**src/rtl/gif_fetch_pkg.sv**
```systemverilog
// Shared constants and fetch-FSM encoding for the GIF frame fetcher.
package gif_fetch_pkg;

    localparam int unsigned GIF_ADDR_W   = 26;
    localparam int unsigned GIF_DATA_W   = 128;
    localparam int unsigned PIX_W        = 16;
    localparam int unsigned PIX_PER_WORD = GIF_DATA_W / PIX_W;

    typedef enum logic [1:0] {
        IDLE,
        FILL,
        REQ,
        DRAIN
    } fetch_state_t;

endpackage

```
**src/rtl/bridge_word_fifo.sv**
```systemverilog
// Show-ahead word FIFO between the bridge read path and the pixel serialiser.
module bridge_word_fifo
    import gif_fetch_pkg::*;
#(
    parameter int unsigned DATA_W = GIF_DATA_W,
    parameter int unsigned DEPTH  = 4
) (
    input  logic                    clk,
    input  logic                    reset_n,
    input  logic                    flush,
    input  logic                    push,
    input  logic [DATA_W-1:0]       push_data,
    input  logic                    pop,
    output logic [DATA_W-1:0]       pop_data,
    output logic                    full,
    output logic                    empty,
    output logic [$clog2(DEPTH):0]  count
);

    localparam int unsigned PTR_W = $clog2(DEPTH);
    localparam int unsigned CNT_W = PTR_W + 1;

    logic [DATA_W-1:0] mem [DEPTH];
    logic [PTR_W-1:0]  wr_ptr;
    logic [PTR_W-1:0]  rd_ptr;
    logic              do_push;
    logic              do_pop;

    assign full     = (count == CNT_W'(DEPTH));
    assign empty    = (count == '0);
    assign do_pop   = pop && !empty;
    // A push into a full FIFO is legal when the same cycle pops.
    assign do_push  = push && (!full || do_pop);
    assign pop_data = mem[rd_ptr];

    always_ff @(posedge clk or negedge reset_n) begin
        if (!reset_n) begin
            wr_ptr <= '0;
            rd_ptr <= '0;
            count  <= '0;
        end else if (flush) begin
            wr_ptr <= '0;
            rd_ptr <= '0;
            count  <= '0;
        end else begin
            if (do_push) wr_ptr <= wr_ptr + 1'b1;
            if (do_pop)  rd_ptr <= rd_ptr + 1'b1;
            case ({do_push, do_pop})
                2'b10:   count <= count + 1'b1;
                2'b01:   count <= count - 1'b1;
                default: count <= count;
            endcase
        end
    end

    always_ff @(posedge clk) begin
        if (do_push) mem[wr_ptr] <= push_data;
    end

endmodule

```
**src/rtl/gif_frame_fetcher.sv**
```systemverilog
// Fetches one GIF frame over the bridge as 128-bit reads and streams it out
// as RGB565 pixels, lane 0 first.
module gif_frame_fetcher
    import gif_fetch_pkg::*;
#(
    parameter int unsigned       ADDR_W      = GIF_ADDR_W,
    parameter int unsigned       DATA_W      = GIF_DATA_W,
    parameter logic [ADDR_W-1:0] BASE_ADDR   = '0,
    parameter int unsigned       FRAME_BYTES = 153600,
    parameter int unsigned       FIFO_DEPTH  = 4,
    parameter int unsigned       TIMEOUT     = 1023
) (
    input  logic                  clk,
    input  logic                  reset_n,
    input  logic                  start,
    input  logic [7:0]            frame_index,
    output logic                  busy,
    output logic                  done,
    output logic                  error,
    output logic [ADDR_W-1:0]     bus_address,
    output logic [DATA_W/8-1:0]   bus_byte_enable,
    output logic                  bus_read,
    output logic                  bus_write,
    output logic [DATA_W-1:0]     bus_write_data,
    input  logic                  bus_acknowledge,
    input  logic [DATA_W-1:0]     bus_read_data,
    output logic [PIX_W-1:0]      pix_data,
    output logic                  pix_valid,
    input  logic                  pix_ready
);

    localparam int unsigned BYTES_PER_WORD = DATA_W / 8;
    localparam int unsigned NWORDS         = FRAME_BYTES / BYTES_PER_WORD;
    localparam int unsigned WCNT_W         = $clog2(NWORDS + 1);
    localparam int unsigned WAIT_W         = $clog2(TIMEOUT + 1);
    localparam int unsigned IDX_W          = $clog2(PIX_PER_WORD);

    fetch_state_t                state;
    logic [ADDR_W-1:0]           base;
    logic [WCNT_W-1:0]           word_cnt;
    logic [WAIT_W-1:0]           wait_cnt;

    logic                        fifo_push;
    logic                        fifo_pop;
    logic                        fifo_flush;
    logic                        fifo_full;
    logic                        fifo_empty;
    logic [DATA_W-1:0]           fifo_rdata;
    logic [$clog2(FIFO_DEPTH):0] fifo_count;

    logic [DATA_W-1:0]           ser_word;
    logic [IDX_W-1:0]            ser_idx;
    logic                        ack_hit;
    logic                        timeout_hit;
    logic                        last_pix;

    assign bus_write      = 1'b0;
    assign bus_write_data = '0;

    assign ack_hit     = (state == REQ) && bus_acknowledge;
    assign timeout_hit = (state == REQ) && !bus_acknowledge && (wait_cnt == WAIT_W'(TIMEOUT - 1));
    assign fifo_push   = ack_hit;
    assign fifo_flush  = timeout_hit;

    // Popping on the acceptance of pixel 7 lets the next word follow without a bubble.
    assign last_pix = pix_valid && pix_ready && (ser_idx == IDX_W'(PIX_PER_WORD - 1));
    assign fifo_pop = !fifo_empty && (!pix_valid || last_pix);
    assign pix_data = ser_word[PIX_W-1:0];

    bridge_word_fifo #(
        .DATA_W (DATA_W),
        .DEPTH  (FIFO_DEPTH)
    ) u_fifo (
        .clk       (clk),
        .reset_n   (reset_n),
        .flush     (fifo_flush),
        .push      (fifo_push),
        .push_data (bus_read_data),
        .pop       (fifo_pop),
        .pop_data  (fifo_rdata),
        .full      (fifo_full),
        .empty     (fifo_empty),
        .count     (fifo_count)
    );

    always_ff @(posedge clk or negedge reset_n) begin
        if (!reset_n) begin
            state           <= IDLE;
            base            <= '0;
            word_cnt        <= '0;
            wait_cnt        <= '0;
            busy            <= 1'b0;
            done            <= 1'b0;
            error           <= 1'b0;
            bus_read        <= 1'b0;
            bus_address     <= '0;
            bus_byte_enable <= '0;
        end else begin
            done <= 1'b0;
            case (state)
                IDLE: begin
                    if (start) begin
                        base     <= BASE_ADDR + ADDR_W'(frame_index) * ADDR_W'(FRAME_BYTES);
                        word_cnt <= '0;
                        error    <= 1'b0;
                        busy     <= 1'b1;
                        state    <= FILL;
                    end
                end
                FILL: begin
                    if (word_cnt == WCNT_W'(NWORDS)) begin
                        state <= DRAIN;
                    end else if (!fifo_full) begin
                        bus_read        <= 1'b1;
                        bus_address     <= base + ADDR_W'(word_cnt) * ADDR_W'(BYTES_PER_WORD);
                        bus_byte_enable <= '1;
                        wait_cnt        <= '0;
                        state           <= REQ;
                    end
                end
                REQ: begin
                    if (ack_hit) begin
                        bus_read <= 1'b0;
                        word_cnt <= word_cnt + 1'b1;
                        state    <= FILL;
                    end else if (timeout_hit) begin
                        bus_read <= 1'b0;
                        error    <= 1'b1;
                        busy     <= 1'b0;
                        state    <= IDLE;
                    end else begin
                        wait_cnt <= wait_cnt + 1'b1;
                    end
                end
                DRAIN: begin
                    if (fifo_count == '0 && !pix_valid) begin
                        done  <= 1'b1;
                        busy  <= 1'b0;
                        state <= IDLE;
                    end
                end
                default: state <= IDLE;
            endcase
        end
    end

    // Serialiser: shifts the held word down one pixel per accepted beat.
    always_ff @(posedge clk or negedge reset_n) begin
        if (!reset_n) begin
            pix_valid <= 1'b0;
            ser_word  <= '0;
            ser_idx   <= '0;
        end else if (fifo_flush) begin
            pix_valid <= 1'b0;
            ser_word  <= '0;
            ser_idx   <= '0;
        end else if (fifo_pop) begin
            pix_valid <= 1'b1;
            ser_word  <= fifo_rdata;
            ser_idx   <= '0;
        end else if (pix_valid && pix_ready) begin
            pix_valid <= !last_pix;
            ser_word  <= ser_word >> PIX_W;
            ser_idx   <= ser_idx + 1'b1;
        end
    end

endmodule
```
**config.mk**
```make
export PLATFORM = sky130hd
export DESIGN_NAME = gif_frame_fetcher
export DESIGN_NICKNAME = d
export VERILOG_FILES = /design/src/rtl/gif_fetch_pkg.sv /design/src/rtl/bridge_word_fifo.sv /design/src/rtl/gif_frame_fetcher.sv
export SDC_FILE = /design/constraint.sdc
export NUM_CORES = 1
export LEC_CHECK = 0
export CAP_MARGIN = 20
export CORE_ASPECT_RATIO = 1.4
export CORE_MARGIN = 2
export CORE_UTILIZATION = 44
export DETAILED_ROUTE_END_ITERATION = 6
export PLACE_DENSITY = 0.68
export REMOVE_ABC_BUFFERS = 1
export SETUP_SLACK_MARGIN = 0.05
export SYNTH_ARGS = -nofsm -noshare
export SYNTH_HDL_FRONTEND = slang
export SYNTH_SLANG_ARGS = --single-unit
```
**constraint.sdc**
```tcl
create_clock -name clk -period 4.6 [get_ports clk]
set_input_delay 0.46 -clock clk [delete_from_list [all_inputs] [get_ports clk]]
set_output_delay 0.46 -clock clk [all_outputs]
set_load 0.05 [all_outputs]
```
**Word level (Yosys, flattened, before mapping)**

Memories as Yosys holds them, arrays and structs flattened.
Index checks and enable logic that the tools add are counted.

- $add $sub $neg: 8
- Multipliers: 1
- Equality and inequality tests: 19
- Multiplexer cells: 47
- Bitwise gates (word level): 2
- Reductions and logical operators: 33

Operators by type and width:

| cell | count |
|---|---|
| 128-bit 2-to-1 mux | 3 |
| 10-bit 2-to-1 mux | 4 |
| 14-bit 2-to-1 mux | 2 |
| 14-bit one-hot mux with 2 select lines | 1 |
| 26-bit by 18-bit adder with 26-bit output | 1 |
| 2-bit 2-to-1 mux | 10 |
| 10-bit one-hot mux with 2 select lines | 1 |
| 1-bit 2-to-1 mux | 17 |
| 8-bit by 7-bit multiplier with 15-bit output (second input constant) | 1 |
| 14-bit by 1-bit adder with 14-bit output (second input constant) | 1 |
| 14-bit == test (second input constant) | 1 |
| 2-bit != test (second input constant) | 7 |
| 3-bit 2-to-1 mux | 4 |
| 4-bit AND reduction | 3 |
| 10-bit by 1-bit adder with 10-bit output (second input constant) | 1 |
| 10-bit == test (second input constant) | 1 |
| 5-bit AND reduction | 2 |
| 1-bit logical AND | 9 |
| 3-bit nonzero test | 3 |
| 2-bit one-hot mux with 4 select lines | 1 |
| 2-bit nonzero test | 4 |
| 3-bit by 1-bit adder with 3-bit output (second input constant) | 2 |
| 2-bit == test (second input constant) | 3 |
| 3-bit == test (second input constant) | 2 |
| other kinds (16) | 26 |

- Register bits after elaboration: 211
- Bits in writable memories: 512
- Output and inout bits: 192
- Word-level logic and storage cells: 127
- Memories kept: 1

Memory list:

| name | words | bits a word | read ports | clocked after memory_dff | wr ports | RTL line | text |
|---|---|---|---|---|---|---|---|
| u_fifo.mem | 4 | 128 | 1 | 0 | 1 | bridge_word_fifo.sv:23 | `logic [DATA_W-1:0] mem [DEPTH];` |

**Depth between registers and ports, before layout**

Gate-level depths: netlist (run 1).

- Word-level depth: 10
- Mapped depth: 12
- Gate-level depth less buffers: 12

**By module**

A second synthesis (run 1) with hierarchy kept.

- Cells, all modules: 2,091
- Area, all modules: 31,073.6 µm²

Modules (own cells, without submodules):

| module | times used | cells each | area each (µm²) |
|---|---|---|---|
| bridge_word_fifo | 1 | 733 | 19,042.0 |
| gif_frame_fetcher | 1 | 1,358 | 12,031.5 |

**Worst setup path before layout (run 1)**

Ideal clock, no wire load.

- Kind: reg-to-reg
- From: register pix_valid
- To: memory u_fifo.mem[1][0] (netlist name) (enable)
- Library setup time: 0.502 ns
- Data arrival time: 4.232 ns
- Required time: 4.098 ns
- Path slack: -0.134 ns
- Stages on the path, launching flop included: 4
- Buffers on the path: 0
- Cell sequence: dfrtp_1 a21boi_1 a21oi_1 and2_1

- Cells in the longest elaborated chain, start to end: 9

RTL lines:

| item | RTL line | text |
|---|---|---|
| start: declaration | gif_frame_fetcher.sv:28 | `output logic pix_valid,` |
| start signal: assignment | gif_frame_fetcher.sv:162 | `pix_valid <= !last_pix;` |
| 1-bit logical AND (2 in series) | gif_frame_fetcher.sv:66 | `assign last_pix = pix_valid && pix_ready && (ser_idx == IDX_W'(PIX_PER_WORD - 1));` |
| 1-bit logical OR (*) | gif_frame_fetcher.sv:67 | `assign fifo_pop = !fifo_empty && (!pix_valid \|\| last_pix);` |
| 1-bit logical AND (*) | gif_frame_fetcher.sv:67 |  |
| 1-bit logical AND (*) | bridge_word_fifo.sv:31 | `assign do_pop = pop && !empty;` |
| 1-bit logical OR (*) | bridge_word_fifo.sv:33 | `assign do_push = push && (!full \|\| do_pop);` |
| 1-bit logical AND (*) | bridge_word_fifo.sv:33 |  |
| 1-bit 2-to-1 mux (*) | bridge_word_fifo.sv:57 | `if (do_push) mem[wr_ptr] <= push_data;` |
| 1-bit 2-to-1 mux (implied by the code) (*) | bridge_word_fifo.sv:57 |  |
| end: declaration | bridge_word_fifo.sv:23 |  |

Every way passes the cells marked *; elsewhere a longest branch is shown, timed or not.

**Worst setup path after layout (run 1)**

- From: input port frame_index[6]
- To: register base[22]

- Cells in the longest elaborated chain, start to end: 1

RTL lines:

| item | RTL line | text |
|---|---|---|
| start: declaration | gif_frame_fetcher.sv:16 | `input logic [7:0] frame_index,` |
| 8-bit by 7-bit multiplier with 15-bit output | gif_frame_fetcher.sv:103 | `base <= BASE_ADDR + ADDR_W'(frame_index) * ADDR_W'(FRAME_BYTES);` |
| end signal: assignment | gif_frame_fetcher.sv:103 |  |
| end: declaration | gif_frame_fetcher.sv:39 | `logic [ADDR_W-1:0] base;` |

Every way passes these cells.
A chain may end at the register's enable or synchronous reset.

==> results of run 1 <==
==> how the worst max path moves through the flow <==
stage	cells past startpoint	slack, ps	end	from
floorplan	3	-1580	ser_word[0]	u_fifo.rd_ptr[0]
global placement	13	660	base[22]	frame_index[6]
detailed placement	13	610	base[22]	frame_index[6]
CTS	13	1240	base[22]	frame_index[6]
global route	13	1020	base[22]	frame_index[6]
finish	13	1220	base[22]	frame_index[6]
==> stage by stage <==
step	utilization	cells	power, W	hold WS [ps]
final	0.511	3045	0.0196	477
after global routing	0.511	3045	0.0206	461
after CTS	0.511	3042	0.0198	433
after detailed placement	0.479	2916	0.0142	473
after global placement	0.479	2916	0.0141	468
after floorplan	-	1770	0.0131	164
==> synth_stat cells (all sizes together) (2+ instances only) <==
cell / instances / area (µm²)
o21bai: 4 / 30.0
xor2: 31 / 272
dfrtp: 207 / 5180
a31oi: 3 / 18.8
inv: 21 / 78.8
clkbuf: 62 / 233
or3b: 2 / 17.5
ha: 54 / 676
or4: 2 / 18.8
mux4: 128 / 2880
nand2: 72 / 270
a211oi: 118 / 886
nor3: 14 / 70.1
nand3b: 2 / 15.0
fa: 9 / 180
and2: 4 / 25.0
buf: 201 / 1420
nand3: 29 / 145
edfxtp: 512 / 15400
mux2i: 117 / 1170
mux2: 6 / 67.6
nor4: 3 / 18.8
nand4: 5 / 31.3
nor2: 157 / 589
o21ai: 41 / 205
o21a: 4 / 30.0
xnor2: 16 / 140
o2111ai: 3 / 26.3
o211ai: 6 / 45.0
nand2b: 3 / 18.8
a21o: 6 / 45.0
nor3b: 2 / 15.0
o31ai: 3 / 22.5
a21oi: 32 / 160
and3: 5 / 31.3
a31o: 2 / 17.5
and4: 4 / 35.0
==> placed cells by master, fill, tap and decap left out, drive strengths merged, types with 3 or more instances in the layout <==
| cell | netlist | layout |
|---|---|---|
| edfxtp | 512 | 512 |
| dfrtp | 207 | 207 |
| clkdlybuf4s50 | 0 | 198 |
| nor2 | 157 | 157 |
| conb | 1 | 133 |
| mux4 | 128 | 128 |
| a211oi | 118 | 118 |
| mux2i | 117 | 117 |
| clkbuf | 62 | 88 |
| nand2 | 72 | 72 |
| ha | 54 | 54 |
| o21ai | 41 | 41 |
| a21oi | 32 | 32 |
| xor2 | 31 | 31 |
| nand3 | 29 | 29 |
| inv | 21 | 26 |
| clkinv | 0 | 22 |
| buf | 201 | 20 |
| xnor2 | 16 | 16 |
| nor3 | 14 | 14 |
| fa | 9 | 9 |
| o211ai | 6 | 6 |
| a21o | 6 | 6 |
| clkinvlp | 0 | 6 |
| mux2 | 6 | 6 |
| and3 | 5 | 5 |
| nand4 | 5 | 5 |
| and2 | 4 | 4 |
| and4 | 4 | 4 |
| o21a | 4 | 4 |
| o21bai | 4 | 4 |
| bufinv | 0 | 4 |
| diode | 0 | 3 |
| nor4 | 3 | 3 |
| a31oi | 3 | 3 |
| o2111ai | 3 | 3 |
| o31ai | 3 | 3 |
| nand2b | 3 | 3 |
==> power by group through the flow <==
stage | Sequential [W] | Combinational (W) | Clock [W]
4_1_cts | 0.00883 | 0.00531 | 0.00567
6_report | 0.00881 | 0.00522 | 0.00555
3_3_place_gp | 0.00890 | 0.00520 | 0
2_1_floorplan | 0.00956 | 0.00350 | 0
5_1_grt | 0.00894 | 0.00570 | 0.00591
3_5_place_dp | 0.00896 | 0.00528 | 0
==> cell families (layout without fill, tap and decap cells) <==
family,count (synthesis),in the layout,synth area share
buffers and inverters,284,365,0.0567
other,1,136,0.000123
AND/OR/NAND/NOR,310,310,0.0446
adder cells (fa/ha/maj),63,63,0.0280
XOR/XNOR,47,47,0.0135
AO/OA/AOI/OAI,226,226,0.0503
multiplexers,251,251,0.135
flip-flops,719,719,0.672
==> worst max-delay path: stages <==
cell and delay, ps:
clkdlybuf4s50_1 570, ha_1 270, ha_1 270, inv_1 40
fa_1 450, fa_1 490, inv_1 40, ha_1 220
a211oi_1 290, o211ai_1 200, a41oi_1 270, xor2_1 170
o21ai_0 90
==> metal layers <==
metal	track usage	part of all wire	vias to the layer above	routed length, µm
li1	-	-	7269	-
met1	0.211	0.40	8315	24700
met2	0.307	0.53	385	32300
met3	0.0304	0.049	89	3020
met4	0.0629	0.023	10	1390
met5	0	0.00088	-	54
==> state kept, by name, summed over array words and instances (netlist names), 3 cells and up <==
register / cells
u_fifo.mem: 512
ser_word: 128
bus_address: 22
base: 15
word_cnt: 14
wait_cnt: 10
ser_idx: 3
u_fifo.count: 3
==> cell type report <==
| class | instances | share of cell area |
|---|---|---|
| flip-flops and latches | 719 | 0.584 |
| multi-input cells | 1030 | 0.251 |
| repair buffers | 219 | 0.0668 |
| clock buffers | 88 | 0.0534 |
| well taps | 928 | 0.0330 |
| clock inverters | 37 | 0.00917 |
| inverters | 21 | 0.00224 |
| diodes | 3 | 0.000213 |
==> what timing repair did <==
item | in CTS | in global routing
setup endpoints to repair | 0 | 0
endpoints found under the hold margin | 98 | 0
buffers inserted | 0 | 0
hold buffers | 1 | 0
==> flow_summary.json, run 1 <==
{
  "status": "completed",
  "design_area_um2": 35200,
  "hold_violations": 0,
  "finClkSkew_ps": 20.3,
  "yosysWarnings": 0,
  "r2r_cells": 4,
  "dp_slack_ps": 611,
  "pwr-share-comb": 0.267,
  "start_util": 0.444,
  "cts-root-buf": "clkbuf_16",
  "regArea_um2": 20600,
  "whs_path_depth": 1,
  "fp.dieW_um": 227,
  "ant_nets": 0,
  "gp_congestion": 0.786,
  "grt_pass1_wl_mm": 95.0,
  "drc": 0,
  "clock_sinks": 719,
  "num_rows": 114,
  "crit_type": "primary input to flip-flop",
  "antenna_found_initial": 8,
  "ir_worst_vdd_uv": 337,
  "synth_ff_type": "edfxtp_1",
  "dpl-instance-area_um2": 33000,
  "fp.dieH_um": 316,
  "min-delay-path-class": "primary input to flip-flop",
  "holdPathEnd": "u_fifo.mem[3][39]",
  "vias_per_cell": 5.28,
  "power_density_nw_per_um2": 556,
  "core-area_um2": 68900,
  "slew_violations": 0,
  "path_max_fanout": 5,
  "clk-insertion-delay-late_ps": 610,
  "leakagePower_nw": 12.9,
  "netlist_instances": 1901,
  "area_delta_synth_final_pct": 15.1,
  "synth_edf_count": 512,
  "syn_area_per_cell_um2": 16.1,
  "arrival_ps": 3850,
  "p_sw_w": 0.00602,
  "die_area_um2": 71700,
  "grt_pass1_vias": 16700,
  "mappedNetlistArea_um2": 30600,
  "ioPinCount": 333,
  "r2r_slack_ps": 1390,
  "nFillCells": 5608,
  "r2r-end": "u_fifo.mem[2][45]",
  "hp-start": "bus_read_data[39]",
  "fmax_mhz": 296,
  "dp_hpwl_mm": 35.9,
  "tightest_slew_ps": 1010,
  "finalCritPeriodShare": 0.735,
  "ys_seq_elements": 719,
  "clock_path_buffers": 3,
  "async_reset_ff_frac": 0.288,
  "cap_violations": 0,
  "drive_above_1_share": 0.126,
  "setup_ws_ps": 1220,
  "setup_viol": 0,
  "rsz0062_at_grt": "no",
  "cp-start-kind": "primary input",
  "cp.required_ps": 5070,
  "drt_wl_total_mm": 61.4,
  "p_seq_frac": 0.450,
  "ys_seq_area_frac": 0.672,
  "final.setup.tns_ps": 0,
  "endpoint_kind": "flip-flop",
  "drt_pre_antenna_iters": 5,
  "grt_max_degree": 141,
  "gr-total-overflow": 0,
  "multi_input_area_um2": 8840,
  "r2r-start": "state[0]",
  "slew_headroom": 0.327,
  "fin_crit_ps": 3380,
  "drt_iter0_drc": 1042,
  "cts_tree": "done",
  "h-tree-depth": 3,
  "p_int_w": 0.0136,
  "num_vias": 16100,
  "final_nets": 2264,
  "postCtsResizedCells": 0,
  "grt_usage": 0.173,
  "switching_share": 0.307,
  "io_buffers": 199,
  "wire_per_inst_um": 20.2,
  "numCtsBuffers": 69,
  "clockPowerShare": 0.283,
  "clkTransAtPathRegs_ps": 60,
  "synth_cell_types": 53
}
Power figures use the tool's default switching activity.
==> run 2: changes to the inputs <==
- clock period: 4.6 -> 3 ns (I/O delays scaled with it)
==> flow_summary.json, run 2 (synthesis gave the netlist of run 1 again) <==
{
  "status": "completed",
  "dp_slack_ps": -725,
  "fp.dieW_um": 227,
  "fin_crit_ps": 2830,
  "grt_usage": 0.178,
  "wire_per_inst_um": 20.0,
  "arrival_ps": 3350,
  "num_vias": 16200,
  "dp_hpwl_mm": 39.1,
  "fmax_mhz": 354,
  "clock_path_buffers": 3,
  "path_max_fanout": 3,
  "grt_max_degree": 90,
  "slew_violations": 0,
  "clock_sinks": 719,
  "cts_tree": "done",
  "start_util": 0.444,
  "setup_ws_ps": 173,
  "post_cts_buffers": 0,
  "io_buffers": 199,
  "tightest_slew_ps": 874,
  "cap_violations": 0,
  "ant_nets": 0,
  "drt_iter0_drc": 1099,
  "path_cells": "dlygate4sd2_1 > ha_4 > ha_4 > inv_2 > fa_1 > fa_2 > inv_1 > ha_2 > o21ai_0 > a21oi_2 > a41oi_2 > xor2_1 > o21ai_0",
  "min-delay-path-class": "primary input to flip-flop",
  "die_area_um2": 71700,
  "cpPeakStageDelay_ps": 560,
  "cts-root-buf": "clkbuf_16",
  "vias_per_cell": 5.22,
  "final_nets": 2320,
  "drive_above_1_share": 0.158,
  "leakagePower_nw": 13.4,
  "finalCritPeriodShare": 0.942,
  "grt_pass1_vias": 17300,
  "cp-start-kind": "primary input",
  "slowest_stage": "fa_2",
  "top_regs": "u_fifo.mem: 512 flops, ser_word: 128 flops, bus_address: 22 flops",
  "fp.dieH_um": 316,
  "multi_input_area_um2": 8890,
  "gr-total-overflow": 0,
  "nFillCells": 5583,
  "drt_pre_antenna_iters": 4,
  "core-area_um2": 68900,
  "h-tree-depth": 3,
  "numCtsBuffers": 70,
  "largest-register": "u_fifo.mem",
  "final_common_cell": "edfxtp_1",
  "gp_congestion": 0.797,
  "largest_register_ffs": 512,
  "grt_pass1_wl_mm": 97.7,
  "design_area_um2": 36000,
  "clk-insertion-delay-late_ps": 610,
  "cp.required_ps": 3520,
  "num_rows": 114,
  "mostFrequentLayoutCells": "512 x edfxtp_1, 205 x dfrtp_1, 193 x clkdlybuf4s50_1, 155 x nor2_1, 133 x conb_1",
  "drc": 0,
  "slew_headroom": 0.417,
  "ir_worst_vdd_uv": 391,
  "area_delta_synth_final_pct": 17.7,
  "endpoint_kind": "flip-flop",
  "clkTransAtPathRegs_ps": 60,
  "regArea_um2": 20600,
  "antenna_found_initial": 12,
  "drt_wl_total_mm": 62.0,
  "ioPinCount": 333,
  "finClkSkew_ps": 18.3,
  "crit_type": "primary input to flip-flop",
  "hold_violations": 0,
  "rsz0062_at_grt": "no",
  "dpl-instance-area_um2": 33600,
  "power_density_nw_per_um2": 849,
  "setup_viol": 0
}
## run 2: per-stage QoR
| stage | hold WS [ps] | utilization | total power [W] | std cells | setup TNS (ps) |
|---|---|---|---|---|---|
| 2_1_floorplan | 4.41 | - | 0.0194 | 1770 | -1368440 |
| 3_3_place_gp | 304 | 0.488 | 0.0220 | 2971 | -3790 |
| 3_5_place_dp | 301 | 0.488 | 0.0222 | 2971 | -4160 |
| 4_1_cts | 235 | 0.521 | 0.0309 | 3100 | 0 |
| 5_1_grt | 47.3 | 0.522 | 0.0321 | 3103 | 0 |
| 6_report | 44.8 | 0.522 | 0.0305 | 3104 | 0 |
## run 2: repair_timing
item / 4_1_cts / 5_1_grt
hold buffers: 1 / 0
endpoints found under the setup margin: 3 / 6
pin swaps: 5 / 8
gates cloned: 0 / 0
resized for setup: 5 / 12
hold endpoints to repair: 70 / 0
## run 2: critical path, delay by kind of cell
kind | cells | cell delay (ps)
buffers and inverters | 3 | 350
adders and majority gates | 5 | 1880
AOI/OAI and AO/OA | 4 | 620
xor gates and xnor gates | 1 | 190
## run 2: routing by layer
layer | track usage | routed length [µm]
met1 | 0.211 | 24300
met2 | 0.320 | 33000
met3 | 0.0361 | 3080
met4 | 0.0600 | 1460
met5 | 0 | 108
## run 2: final cells by class
| class | count | share of cell area |
|---|---|---|
| clock inverter | 42 | 0.0105 |
| inverter | 21 | 0.00219 |
| antenna | 4 | 0.000278 |
| multi-input combinational | 1030 | 0.247 |
| timing repair buffer | 274 | 0.0840 |
| sequential | 719 | 0.571 |
| tap | 928 | 0.0323 |
| clock buffer | 86 | 0.0523 |
## run 2: where the power goes
part	switching (W)	total (W)	internal [W]
registers	0.00101	0.0134	0.0124
logic	0.00462	0.00852	0.00390
clock network	0.00369	0.00863	0.00494
total	0.00932	0.0305	0.0212
## run 2: worst paths after layout
kind                              endpoint  slack (ps)  cells after the start       startpoint
min reg2reg                bus_address[25]         480                      2  bus_address[25]
max reg2reg                 bus_address[6]         430                      6      word_cnt[0]
min                               base[11]          40                      3   frame_index[0]
min in group asynchronous     ser_word[81]         230                      2          reset_n
max in group asynchronous   bus_address[5]        1880                      3          reset_n
max                               base[22]         170                     13   frame_index[4]
